File: src/rtl/uart_tx_arbiter.sv
// uart_tx_arbiter: two-port, packet-granular round-robin arbiter for a UART.
// Define ARB_TIMEOUT_EN to revoke grants that stall in GRANT for TIMEOUT cycles.
module uart_tx_arbiter #(
  parameter int TIMEOUT = 1024
) (
  input  logic        clk,
  input  logic        rst,
  input  logic [1:0]  req,
  input  logic [15:0] req_data,
  input  logic [1:0]  req_ld,
  input  logic [1:0]  req_last,
  output logic [1:0]  gnt,
  output logic [1:0]  req_ack,
  output logic [7:0]  tx_data,
  output logic        ld_tx_data,
  output logic        tx_enable,
  input  logic        tx_empty,
  output logic        timeout_flag
);

  typedef enum logic [2:0] {
    IDLE, GRANT, LOAD, HOLD, WAIT_TX
  } state_t;

  state_t     state, state_nx;
  logic [1:0] gnt_nx;
  logic [7:0] byte_q, byte_nx;
  logic       last_q, last_nx;
  logic       ptr, ptr_nx;
  logic       sel;
  logic       g_req, g_ld, g_last;
  logic [7:0] g_data;
  logic       accept;
  logic       tmo;

  if (TIMEOUT < 1) begin : g_bad_timeout
    $error("TIMEOUT must be at least 1");
  end

  assign sel    = gnt[1];
  assign g_req  = req[sel];
  assign g_ld   = req_ld[sel];
  assign g_last = req_last[sel];
  assign g_data = sel ? req_data[15:8]
                      : req_data[7:0];
  assign accept = (state == GRANT) && g_req
                  && g_ld && tx_empty;
  assign tx_enable = |gnt;

`ifdef ARB_TIMEOUT_EN
  localparam int CW = $clog2(TIMEOUT + 1);
  localparam logic [CW-1:0] LIM = CW'(TIMEOUT - 1);
  logic [CW-1:0] cnt;

  // Cycles spent in GRANT since entry or the last accepted byte.
  always_ff @(posedge clk) begin
    if (rst)
      cnt <= '0;
    else if (state != GRANT || accept)
      cnt <= '0;
    else
      cnt <= cnt + CW'(1);
  end

  assign tmo = (state == GRANT) && g_req
               && !accept && (cnt == LIM);
`else
  assign tmo = 1'b0;
`endif

  // State, grant, latched byte and last-served pointer.
  always_ff @(posedge clk) begin
    if (rst) begin
      state  <= IDLE;
      gnt    <= 2'b00;
      byte_q <= 8'h00;
      last_q <= 1'b0;
      ptr    <= 1'b1;
    end else begin
      state  <= state_nx;
      gnt    <= gnt_nx;
      byte_q <= byte_nx;
      last_q <= last_nx;
      ptr    <= ptr_nx;
    end
  end

  // Next-state and output decode.
  always_comb begin
    state_nx     = state;
    gnt_nx       = gnt;
    byte_nx      = byte_q;
    last_nx      = last_q;
    ptr_nx       = ptr;
    req_ack      = 2'b00;
    tx_data      = 8'h00;
    ld_tx_data   = 1'b0;
    timeout_flag = 1'b0;
    unique case (state)
      IDLE: begin
        if (|req) begin
          state_nx = GRANT;
          unique case (1'b1)
            (req == 2'b11):
              gnt_nx = ptr ? 2'b01 : 2'b10;
            (req == 2'b01): gnt_nx = 2'b01;
            (req == 2'b10): gnt_nx = 2'b10;
          endcase
        end
      end
      GRANT: begin
        if (!g_req) begin
          state_nx = IDLE;
          gnt_nx   = 2'b00;
          ptr_nx   = sel;
        end else if (accept) begin
          req_ack  = gnt;
          byte_nx  = g_data;
          last_nx  = g_last;
          state_nx = LOAD;
        end else if (tmo) begin
          timeout_flag = 1'b1;
          state_nx     = IDLE;
          gnt_nx       = 2'b00;
          ptr_nx       = sel;
        end
      end
      LOAD: begin
        tx_data    = byte_q;
        ld_tx_data = 1'b1;
        state_nx   = HOLD;
      end
      HOLD: begin
        tx_data  = byte_q;
        state_nx = WAIT_TX;
      end
      WAIT_TX: begin
        tx_data = byte_q;
        if (tx_empty) begin
          if (last_q) begin
            state_nx = IDLE;
            gnt_nx   = 2'b00;
            ptr_nx   = sel;
          end else begin
            state_nx = GRANT;
          end
        end
      end
      default: begin
        state_nx = IDLE;
        gnt_nx   = 2'b00;
      end
    endcase
  end

endmodule

File: config.mk
export PLATFORM = sky130hd
export DESIGN_NAME = uart_tx_arbiter
export DESIGN_NICKNAME = d
export VERILOG_FILES = /design/src/rtl/uart_tx_arbiter.sv
export SDC_FILE = /design/constraint.sdc
export NUM_CORES = 1
export LEC_CHECK = 0
export BUFFER_PORTS_ARGS = -buffer_cell sky130_fd_sc_hd__buf_4
export CAP_MARGIN = 5
export CORE_MARGIN = 5
export CORE_UTILIZATION = 30
export CTS_CLUSTER_DIAMETER = 60
export DETAILED_ROUTE_END_ITERATION = 12
export GPL_TIMING_DRIVEN = 0
export HOLD_SLACK_MARGIN = 0.05
export MAX_ROUTING_LAYER = met4
export PLACE_DENSITY = 0.62
export SLEW_MARGIN = 20
export SYNTH_ARGS = -nofsm -noshare
export SYNTH_HDL_FRONTEND = slang
export SYNTH_SLANG_ARGS = --single-unit
File: constraint.sdc
create_clock -name clk -period 2.7 [get_ports clk]
set_input_delay 0.27 -clock clk [delete_from_list [all_inputs] [get_ports clk]]
set_output_delay 0.27 -clock clk [all_outputs]
set_load 0.01 [all_outputs]
# After elaboration in Yosys (flattened, before gate mapping)
# Index checks and enable logic that the tools add are counted.
totals:
  regBits: 15
  in_bits: 25
  out_inout_bits: 15
  wordCells: 61
classes:
  magnitude_cmp: 1
  eq_ne: 12
  muxes: 29
  n_bitwise: 1
  reduce_logical: 13
ops:
  columns: ["operator", "n"]
  rows:
  - ["$mux W2", 8]
  - ["$mux W8", 2]
  - ["$pmux W3 S5", 1]
  - ["$mux W3", 4]
  - ["$mux W1", 11]
  - ["$ne A2 B2 Y1 const B", 4]
  - ["$pmux W2 S4", 1]
  - ["$eq A3 B2 Y1 const B", 2]
  - ["$pmux W2 S3", 1]
  - ["$reduce_and A3 Y1", 2]
  - ["$reduce_or A2 Y1", 3]
  - ["$reduce_and A5 Y1", 1]
  - ["$eq A2 B2 Y1 const B", 2]
  - ["$reduce_and A4 Y1", 1]
  - ["$eq A3 B1 Y1 const B", 1]
  - ["$eq A3 B3 Y1 const B", 1]
  - ["$logic_and A1 B1 Y1", 3]
  - ["$logic_not A3 Y1", 1]
  - ["$ne A3 B3 Y1 const B", 1]
  - ["$reduce_or A3 Y1", 1]
  - ["$eq A2 B1 Y1 const B", 1]
  - ["$lt A1 B2 Y1 const B", 1]
  - ["$pmux W1 S2", 1]
  - ["$reduce_bool A2 Y1", 1]
  - ["$not A1 Y1", 1]

# Longest topological paths before layout
# Gate-level depths: netlist of run 1.
depth:
  word_depth: 8
  ltp_mapped: 6
  depth_no_buf: 6

# Least setup slack after synthesis of run 1
# Ideal clock, no wire load.
synth_timing:
  path_type: "reg2out"
  start: "register state[2]"
  end: "output req_ack[0]"
  arrival_time_ns: 1.482
  slack_ns: 0.948
  stages_incl_launch_ff: 6
  path_cell_list: "dfxtp_1 > buf_2 > or3b_4 > nor4b_4 > buf_6 > and2_1"
synth_via:
  elab_chain_len: 7
synth_rtl:
  columns: ["item", "line", "text"]
  rows:
  - ["start: declaration", "25", "state_t state, state_nx;"]
  - ["start signal: assignment", "80", "state <= state_nx;"]
  - ["$eq A3 B1 Y1 (*)", "46, 99", null]
  - ["$logic_and A1 B1 Y1", "46", "assign accept = (state == GRANT) && g_req"]
  - ["$logic_and A1 B1 Y1 (2 in a row)", "47", "&& g_ld && tx_empty;"]
  - ["$mux W2", "116", "end else if (accept) begin"]
  - ["$mux W2", "112", "if (!g_req) begin"]
  - ["$mux W2 (*)", "99", "unique case (state)"]
  - ["end: declaration", "13", "output logic [1:0] req_ack,"]
# Mark *: on every way between the ends. The rest lies on a longest branch, timed or not.

# Worst setup path in the final report of run 1
layout_timing:
  start: "register gnt[1]"
  end: "output req_ack[1]"
layout_via:
  elab_chain_len: 8
layout_rtl:
  columns: ["item", "line", "text"]
  rows:
  - ["start: declaration", "12", "output logic [1:0] gnt,"]
  - ["start signal: assignment", "81", "gnt <= gnt_nx;"]
  - ["$mux W1 (implied by the code) (2 in a row)", "41", "assign g_req = req[sel];"]
  - ["$logic_and A1 B1 Y1", "46", null]
  - ["$logic_and A1 B1 Y1 (2 in a row)", "47", null]
  - ["$mux W2", "116", null]
  - ["$mux W2 (*)", "112", null]
  - ["$mux W2 (*)", "99", null]
# Mark *: on every way between the ends. The rest lies on a longest branch, timed or not. The select of a mux whose other input is x is not followed.

==> results.md, run 1 <==
* Worst Reg-to-Reg Cells at 5
* Mapped Nets at 136
* Endpoints failing hold at 0
* Min cycle time layout at 2300 ps
* Setup ws final at 402 ps
* Slew headroom at between 50% and 60%
* Skew-Pair Late Insertion Delay at ~280 ps
* Port Buffer Count at 38
* DRC violations left at 0
* Die area at 4480 sq um
* PostCTS Resize Cnt at 0
* Worst path max stage delay at 420 ps
* TritonCTS Buffers at 3
* Clock skew at 7.73 ps
* Crit share post-route at 85.1%
* Post-route ant nets at 0
* CTS tree: yes
* DP Worst Slack at 701 ps
* Clock share of power at 24.7%
* Reg2reg start: gnt[1]$_SDFFE_PP0P_
* CP Class: reg2out
* Min Hold Slack at 303 ps
* Final setup vio count at 0
* R2r setup slk at 840 ps
* Diodes inserted at 0
* CP Launch Type: flip-flop
* Worst Hold Path Cells at 3
* Clk slew on worst S/H paths at around 90 ps
* Avg Cell Area, Syn at 9.01 sq um
* Sequential share of the synthesized area at 30.8%
* Sequential share of power at 48.6%
* HPWL Detailed at 1780 microns
* Root Driver: clkbuf_4
* Hold Path Origin: rst
* Placer congestion estimate at 0.930
* Register bit total from synthesis at 15
* Post-synthesis cell count at 108
* Outcome: completed
* Top cell type's share of synthesized area at 30.8%
* Comb pwr share at between 20% and 30%
* Crit path buffers/inverters at 3
* Element type at the critical path end: output pin
* Fmax at 0.435 GHz
* Crit-path slowest cell: nor4b_4
* Worst Hold End: ptr$_SDFFE_PP1P_
* Vert. Die Dim at 67.0 microns
* Int Power at 0.362 mW
* Worst path top cell family by delay: buffers and inverters
* First-pass iteration count of the detailed router at 4
* H-Tree Depth at 1
* Vias/cell at 4.58
* Synth-to-layout area growth at 37.7%
* Site Rows at 20
* Commonest non-fill, non-tap cells in the layout: 41 x buf_4, 15 x nor2_1, 15 x dfxtp_1, 14 x mux2i_1, 10 x nor2b_1
* Syn. warnings at 0
* Die X at between 60 and 70 microns
* Postcts setup bufs at 0
* Clock sink count at 15
* Reg-to-Reg End: ptr$_SDFFE_PP1P_
* DR iter-0 viols at 9
* Final nets at 179
* Routed wire length per instance at 11.6 microns
* Post-CTS Hold Buffers at 0
* Cells along the critical path: clkbuf_1, mux2i_1, nor4b_4, buf_6, and2_1, buf_4
* Vias at 889
* Power per Cell Area at 371 nW/um^2
* Switch share at 27.0%
* RSZ-0062 raised after global routing: false
* Layout cells sized above 1 at 39.3%
* Max-cap violations at 0
* Vias in the first global route at about 860
* Crit-path max FO at 10
* # IOs at 40
* WP data required at 2430 ps
* Worst vdd ir at 0.191 mV
* Min-delay worst type: in2reg
* GRT Total Usage at 11.3%
* Grt ovf at 0
* Slew at the pin with the worst max-slew slack at 680 ps
* Longest Clk Path Bufs at 2
* Synthesized area at 973 sq um
* Worst Path Arrival at around 2000 ps
* TNS Setup at 0 ps
* Yosys top cell by area: dfxtp_1
* First-pass GRT wire length at 3740 microns
* Initial Utilization at about a third
* Psw at between 0.1 and 0.15 mW
* Final wirelength at 2250 microns
* Initial antenna violation count at 0
* Commonest non-fill, non-tap cell in the layout: buf_4
* Yosys cell types at 31
* Leakage at 0.548 nW
* Slew Limit Fails at 0
* Tot Pwr at 0.497 mW
* Core area at 3080 sq um
* Largest net degree at the start of global routing at 11
* Synth top area cells: dfxtp_1 31%, mux2i_1 14%, a211oi_2 10%
* Final core occ at between 40 and 50%
[layer usage]
metal  vias up  share of wire (%)  track usage (%)
li1        456                  -                -
met2        26                 48             18.3
met4         0               0.44             2.28
met3         2                8.0             4.22
met1       405                 43             13.3
met5         -                  0                -
[worst reg2reg max path: stages (launching register included)]
cell	delay, ps
dfxtp_1	330
clkbuf_1	310
mux2i_1	470
o22ai_1	180
nor3_1	290
mux2i_1	220
[metrics by stage]
step,std cells,instance area (sq um)
after floorplan,108,973
after global placement,190,1310
after detailed placement,190,1310
after CTS,194,1340
after global routing,194,1340
final,194,1340
[synthesized netlist by cell type]
cell	count
or3b_2	1
o21bai_1	1
inv_1	3
clkbuf_1	2
mux2i_1	14
nor4_1	1
buf_6	1
a21oi_1	5
or2_2	1
nand2_1	4
dfxtp_1	15
nand2b_1	2
xnor2_1	1
conb_1	1
buf_1	1
o22ai_1	1
nor3_1	1
buf_2	1
or3b_4	1
and2_1	5
nor4b_4	1
o21ai_0	2
a211oi_2	8
a211oi_1	1
mux2_2	1
buf_4	3
o21a_1	1
nor2b_1	10
nor2_1	15
ha_1	3
o31ai_1	1
[cell families (layout without fill, tap and decap cells)]
logic type	after synthesis	in the layout	share of synthesized area, %
buffers and inverters	11	53	6.30
AOI/OAI and AO/OA	20	20	17.6
and+or+nand+nor	42	42	24.5
other	1	1	0.385
adders and majority gates	3	3	3.86
muxes	15	15	15.6
xor gates and xnor gates	1	1	0.900
DFF	15	15	30.8
[flip-flops by register name, indices dropped and copies added, names as in the netlist]
name / flops
last_q: 1
state: 3
gnt: 2
ptr: 1
byte_q: 8
[power groups by stage]
stage	Clock [mW]	Sequential (mW)	Combinational (mW)
2_1_floorplan	0	0.246	0.0817
4_1_cts	0.129	0.242	0.135
3_5_place_dp	0	0.247	0.134
5_1_grt	0.141	0.244	0.147
6_report	0.122	0.242	0.133
3_3_place_gp	0	0.247	0.131
[worst max path at each step]
stage                                from    endpoint  slack [ps]  cells past startpoint
floorplan           state[2]$_SDFFE_PP0P_  req_ack[0]         950                      5
global placement      gnt[1]$_SDFFE_PP0P_  req_ack[1]         730                      6
detailed placement    gnt[1]$_SDFFE_PP0P_  req_ack[1]         700                      6
CTS                   gnt[1]$_SDFFE_PP0P_  req_ack[1]         370                      6
global route          gnt[1]$_SDFFE_PP0P_  req_ack[1]         220                      6
finish                gnt[1]$_SDFFE_PP0P_  req_ack[1]         400                      6
[final cells by class]
type	instances	area, sq um
Clock buffer	4	26.3
Buffer	8	50.0
Sequential cell	15	300
Fill cell	327	1740
Inverter	3	11.3
Timing Repair Buffer	38	285
Tap cell	44	55.1
Multi-Input combinational cell	82	612
Power figures use the tool's default switching activity.
==> run 2: changes to the inputs <==
- ABC_AREA: default -> 1
- CTS_CLUSTER_SIZE: default -> 25
- SETUP_SLACK_MARGIN: default -> 0.5
==> run 2 against run 1 <==
Cell count rose by 29%. First-iteration DRC count rose to 3.3 times the previous value. Clock power rose by 11%. Highest routed layer unchanged.
==> results.md, run 2 <==
* Synthesized area at 963 sq um
* DR iter-0 viols at 30
* Skew-Pair Late Insertion Delay at 290 ps
* Simple-gate share of the synthesized area at between 40% and 50%
* Root Driver: clkbuf_4
* GR peak layer: met2
* Endpoints failing hold at 0
* Longest Clk Path Bufs at 2
* Dpl cells at 247
* Diodes inserted at 0
* Fin cells at 251
* CP Launch Type: flip-flop
* Global-route met2 utilization at 18.4%
* Core area at 3080 sq um
* Leakage at around 0.69 nW
* First-pass GRT wire length at 3930 microns
* RSZ-0062 raised after global routing: false
* Post-CTS Hold Buffers at 0
* Main flop type after synthesis: dfxtp_1
* Clk slew on worst S/H paths at 100 ps
* Clock sink count at 15
* Post-Synth XOR/XNOR Area at 0%
* Power per Cell Area at 493 nW/um^2
* Slew Limit Fails at 0
* Count leader, synth: nand2_1
* Site Rows at 20
* Yosys cell types at 22
* CTS tree: yes
* Routed wire length per instance at 9.46 microns
* Number of enable flip-flop cells after synthesis at 0
* GR Util met3 at between 1.5 and 2%
* Layout cells sized above 1 at about 26%
* Vert. Die Dim at 66.7 microns
* FF/Latch Area at 300 sq um
* Max-cap violations at 0
* Top cell type's share of synthesized area at a little under a third
* Die area at roughly 4400 sq um
* Crit share post-route at 67.6%
* Element type at the critical path end: output pin
* Post-route ant nets at 0
* TNS Setup at 0 ps
* WP data required at 2430 ps
* Crit-path max FO at 8
* Port Buffer Count at 38
* Worst Path Arrival at around 1600 ps
* Placed instance area at approximately 1300 sq um
* Min cycle time layout at ~1800 ps
* Multi-input logic area at 531 sq um
* HPWL Detailed at approximately 1900 microns
* Final setup vio count at 0
* Postcts setup bufs at 0
* Vias at between 1000 and 1500
* Initial Utilization at a little under a third
* Vias in the first global route at 916
* CP Class: reg2out
* GRT Total Usage at 11.9%
* Register bit total from synthesis at 15
* Initial antenna violation count at 0
* Worst vdd ir at about 0.23 mV
* H-Tree Depth at 1
* Commonest non-fill, non-tap cell in the layout: nand2_1
* Synth-to-layout area growth at 38.1%
* Min-delay worst type: in2reg
* Avg Cell Area, Syn at roughly 6 sq um
* Sequential share of the synthesized area at 31.2%
* Ys async rst share at 0%
* PostCTS Resize Cnt at 0
* Fmax at 0.548 GHz
* Multiplexer share of the synthesized area at 0%
* Most flop-heavy register: byte_q
* Grt ovf at 0
* Regs by FF count: byte_q x8, state x3, gnt x2
* Max FFs per register at 8
* Placer congestion estimate at 0.827
* R2r setup slk at 1420 ps
* Clock skew at 1.99 ps
* Final core occ at ~43%
* Commonest non-fill, non-tap cells in the layout: 48 x nand2_1, 40 x buf_4, 34 x nor2_1, 21 x inv_1, 15 x dfxtp_1
* Outcome: completed
* Largest family of logic cells by synthesized area: simple AND/OR/NAND/NOR gates
* Post-route cell area at 1330 sq um
* TritonCTS Buffers at 3
* Met1 GRT Util at 14.6%
* Synth top area cells: dfxtp_1 31%, nand2_1 19%, nor2_1 13%
* Adder-Cell Fraction of Synth Area at roughly 3.9%
* First-pass iteration count of the detailed router at 4
* Mapped Nets at a little under 200
* Syn. warnings at 0
* Yosys top cell by area: dfxtp_1
* Die X at 66.7 microns
* Final wirelength at ~2400 microns
* Final nets at 236
* DRC violations left at 0
* Largest net degree at the start of global routing at 11
* Commonest cells post-synth: 48 x nand2_1, 34 x nor2_1, 21 x inv_1
* Post-synthesis cell count at 165
* Fillers at approximately 330
* Vias/cell at about 4.2
* # IOs at 40
* Post-synthesis compound-gate area fraction at just over 8%
-- run 2: metrics by stage --
stage | power (mW) | setup WS (ps) | hold WS (ps)
2_1_floorplan | 0.439 | 1380 | 339
3_3_place_gp | 0.527 | 1200 | 457
3_5_place_dp | 0.527 | 1190 | 459
4_1_cts | 0.661 | 868 | 140
5_1_grt | 0.714 | 671 | 152
6_report | 0.655 | 876 | 146
-- run 2: worst paths after layout --
kind | startpoint | end | depth (start not counted)
max reg2reg | state[0]$_SDFFE_PP0P_ | gnt[1]$_SDFFE_PP0P_ | 7
min | rst | state[2]$_SDFFE_PP0P_ | 2
max | state[0]$_SDFFE_PP0P_ | tx_data[5] | 6
min reg2reg | ptr$_SDFFE_PP1P_ | ptr$_SDFFE_PP1P_ | 2
-- run 2: logic make-up (layout without fill, tap and decap cells) --
family | count (synthesis) | after routing
DFF | 15 | 15
and+or+nand+nor | 99 | 99
AOI/OAI and AO/OA | 16 | 16
other | 1 | 1
adders and majority gates | 3 | 3
buffers and inverters | 31 | 73
-- run 2: metal layers --
layer,vias up,part of all wire [%]
met4,0,2.5
met2,25,46
met3,4,5.9
li1,582,-
met1,433,45
met5,-,0
-- run 2: layout make-up --
class	instances	share of cell area, %
Multi-Input combinational cell	119	39.9
Sequential cell	15	22.6
Timing Repair Buffer	38	21.4
Inverter	24	6.77
Tap cell	44	4.14
Buffer	7	3.20
Clock buffer	4	1.98
-- run 2: where the power goes --
| part | internal (mW) | total (mW) | switching [mW] |
|---|---|---|---|
| Clock | 0.0575 | 0.136 | 0.0786 |
| Sequential | 0.245 | 0.265 | 0.0200 |
| Combinational | 0.112 | 0.254 | 0.143 |
| Total | 0.414 | 0.655 | 0.241 |
-- run 2: worst max-delay path, stage by stage (launching register included) --
cell,delay [ps]
dfxtp_1,380
nor2_1,260
nand2_1,100
and2_1,140
buf_2,160
nor2_1,100
buf_4,130
==> run 3: changes to the inputs <==
- clock period: 2.7 -> 1.7 ns (I/O delays scaled with it)
==> run 3 against run 2 <==
Clock skew increased by 1.3 ps. Global-route usage increased by 2.1 points. Worst hold slack improved by 59 ps. Critical path type unchanged. Combinational power increased to 2.5 times the previous value. Largest cell class unchanged. Critical path depth unchanged.
==> results.md, run 3 (same netlist as run 2, synthesis figures left out) <==
* CP Launch Type: flip-flop
* Crit share post-route at 89.4%
* WP data required at 1530 ps
* DP Worst Slack at 332 ps
* Cells along the critical path: nor2_4, nand2_2, and2_4, buf_12, nor2_4, buf_6
* Slew at the pin with the worst max-slew slack at about 570 ps
* Commonest non-fill, non-tap cells in the layout: 44 x buf_4, 42 x nand2_1, 21 x inv_1, 21 x nor2_1
* Max-cap violations at 0
* Grt ovf at 0
* Regs by FF count: byte_q x8, state x3, gnt x2
* Clock share of power at 16.2%
* Min cycle time layout at 1520 ps
* Final nets at 253
* DRC violations left at 0
* Worst vdd ir at roughly 0.42 mV
* Cell mode on critical path: nor2_4
* Worst path max stage delay at ~380 ps
* GRT Total Usage at 14.0%
* Routed wire length per instance at 11.2 microns
* Setup ws final at 179 ps
* HPWL Detailed at about 1900 microns
* Vert. Die Dim at approximately 67 microns
* Post-route ant nets at 0
* Switch share at 38.0%
* # IOs at 40
* TritonCTS Buffers at 3
* Global-route met2 utilization at 23.3%
* Diodes inserted at 0
* R2r setup slk at 330 ps
* Site Rows at 20
* Longest Clk Path Bufs at 2
* Worst Path Arrival at 1350 ps
* Reg2reg start: state[1]$_SDFFE_PP0P_
* RSZ-0062 raised after global routing: true
* Clock skew at between 3 and 4 ps
* H-Tree Depth at 1
* Crit-path slowest cell: dfxtp_4
* Met1 GRT Util at 16.0%
* Comb pwr share at 50.3%
* Die X at 66.7 microns
* Vias/cell at 4.38
* Element type at the critical path end: output pin
* Final wirelength at 3010 microns
* Root Driver: clkbuf_4
* Int Power at ~0.80 mW
* Endpoints failing hold at 0
* Largest net degree at the start of global routing at 11
* Synth-to-layout area growth at 80.8%
* Worst Hold Path Cells at 4
* Worst Hold End: byte_q[2]$_SDFFE_PP0P_
* Hold Path Origin: rst
* Layout cells sized above 1 at 50.0%
* CP Class: reg2out
* Vias at 1175
* Most flop-heavy register: byte_q
* Multi-input logic area at 703 sq um
* Initial Utilization at 31.3%
* Worst Reg-to-Reg Cells at 9
* First-pass iteration count of the detailed router at 4
* Placer congestion estimate at 0.835
* Commonest non-fill, non-tap cell in the layout: buf_4
* Max FFs per register at 8
* GR Util met3 at 3.71%
* TNS Setup at 0 ps
* Initial antenna violation count at 0
* FF/Latch Area at between 300 and 400 sq um
* Min Hold Slack at 205 ps
* First-pass GRT wire length at 4580 microns
* Port Buffer Count at 38
* Slew headroom at ~62%
* Reg-to-Reg End: byte_q[2]$_SDFFE_PP0P_
* Skew-Pair Late Insertion Delay at 290 ps
* Sequential share of power at between 30% and 40%
* Outcome: completed
* Vias in the first global route at 1052
* Fmax at 0.658 GHz
* Die area at 4440 sq um
* CTS tree: yes
* Final setup vio count at 0
* Power per Cell Area at approximately 740 nW/um^2
* Leakage at 0.843 nW
* Slew Limit Fails at 0
* GR peak layer: met2
* Clk slew on worst S/H paths at 90 ps
* Psw at between 0.4 and 0.5 mW
* Tot Pwr at 1.28 mW
* Clock sink count at 15
* Core area at 3080 sq um
* Fillers at 294
* Min-delay worst type: in2reg
* DR iter-0 viols at 30
* Crit-path max FO at 8
==> run 3: cell type report <==
class                   instances  area share, %
flip-flops and latches         15           18.1
clock buffers                   4           1.51
inverters                      24           5.89
repair buffers                 54           26.0
repair inverters                1          0.359
plain buffers                   7           4.60
multi-input cells             119           40.4
well taps                      44           3.16
==> run 3: metal layers <==
metal | part of all wire [%] | wire length (microns) | up-vias
met3 | 4.8 | 144 | 4
met2 | 52 | 1560 | 30
met1 | 42 | 1250 | 527
met5 | 0 | 0 | -
li1 | - | - | 614
met4 | 1.7 | 52 | 0
==> run 3: metrics by stage <==
stage | utilization, % | area, sq um | cells
finish | 56.6 | 1740 | 268
global route | 56.6 | 1740 | 268
CTS | 51.2 | 1580 | 265
detailed placement | 42.4 | 1310 | 247
global placement | 42.4 | 1310 | 247
floorplan | - | 966 | 165
==> run 3: critical path: cells and delay by family, from the launching register on <==
kind                   cells  cell delay (ps)
flip-flops                 1              380
buffers and inverters      2              240
AND/OR/NAND/NOR            4              430
==> run 3: repair_timing <==
item	in CTS	in global routing
hold buffers	1	0
cloned	0	1
pin swaps	4	8
resized for setup	41	42
endpoints found under the hold margin	2	0
buffers inserted	13	2
setup endpoints to repair	24	27
==> run 3: worst max path at each step <==
stage	from	endpoint	slack, ps	cells after the start
floorplan	gnt[1]$_SDFFE_PP0P_	req_ack[0]	480	7
global placement	gnt[1]$_SDFFE_PP0P_	req_ack[1]	330	8
detailed placement	gnt[1]$_SDFFE_PP0P_	req_ack[1]	330	8
CTS	gnt[1]$_SDFFE_PP0P_	req_ack[1]	190	8
global route	gnt[1]$_SDFFE_PP0P_	req_ack[1]	120	8
finish	state[0]$_SDFFE_PP0P_	tx_data[5]	180	6
==> run 3: power by group through the flow <==
stage	Combinational (mW)	Sequential (mW)	Clock [mW]
6_report	0.646	0.431	0.208
4_1_cts	0.556	0.429	0.214
3_5_place_dp	0.416	0.431	0
2_1_floorplan	0.273	0.426	0
3_3_place_gp	0.413	0.431	0
5_1_grt	0.718	0.437	0.226
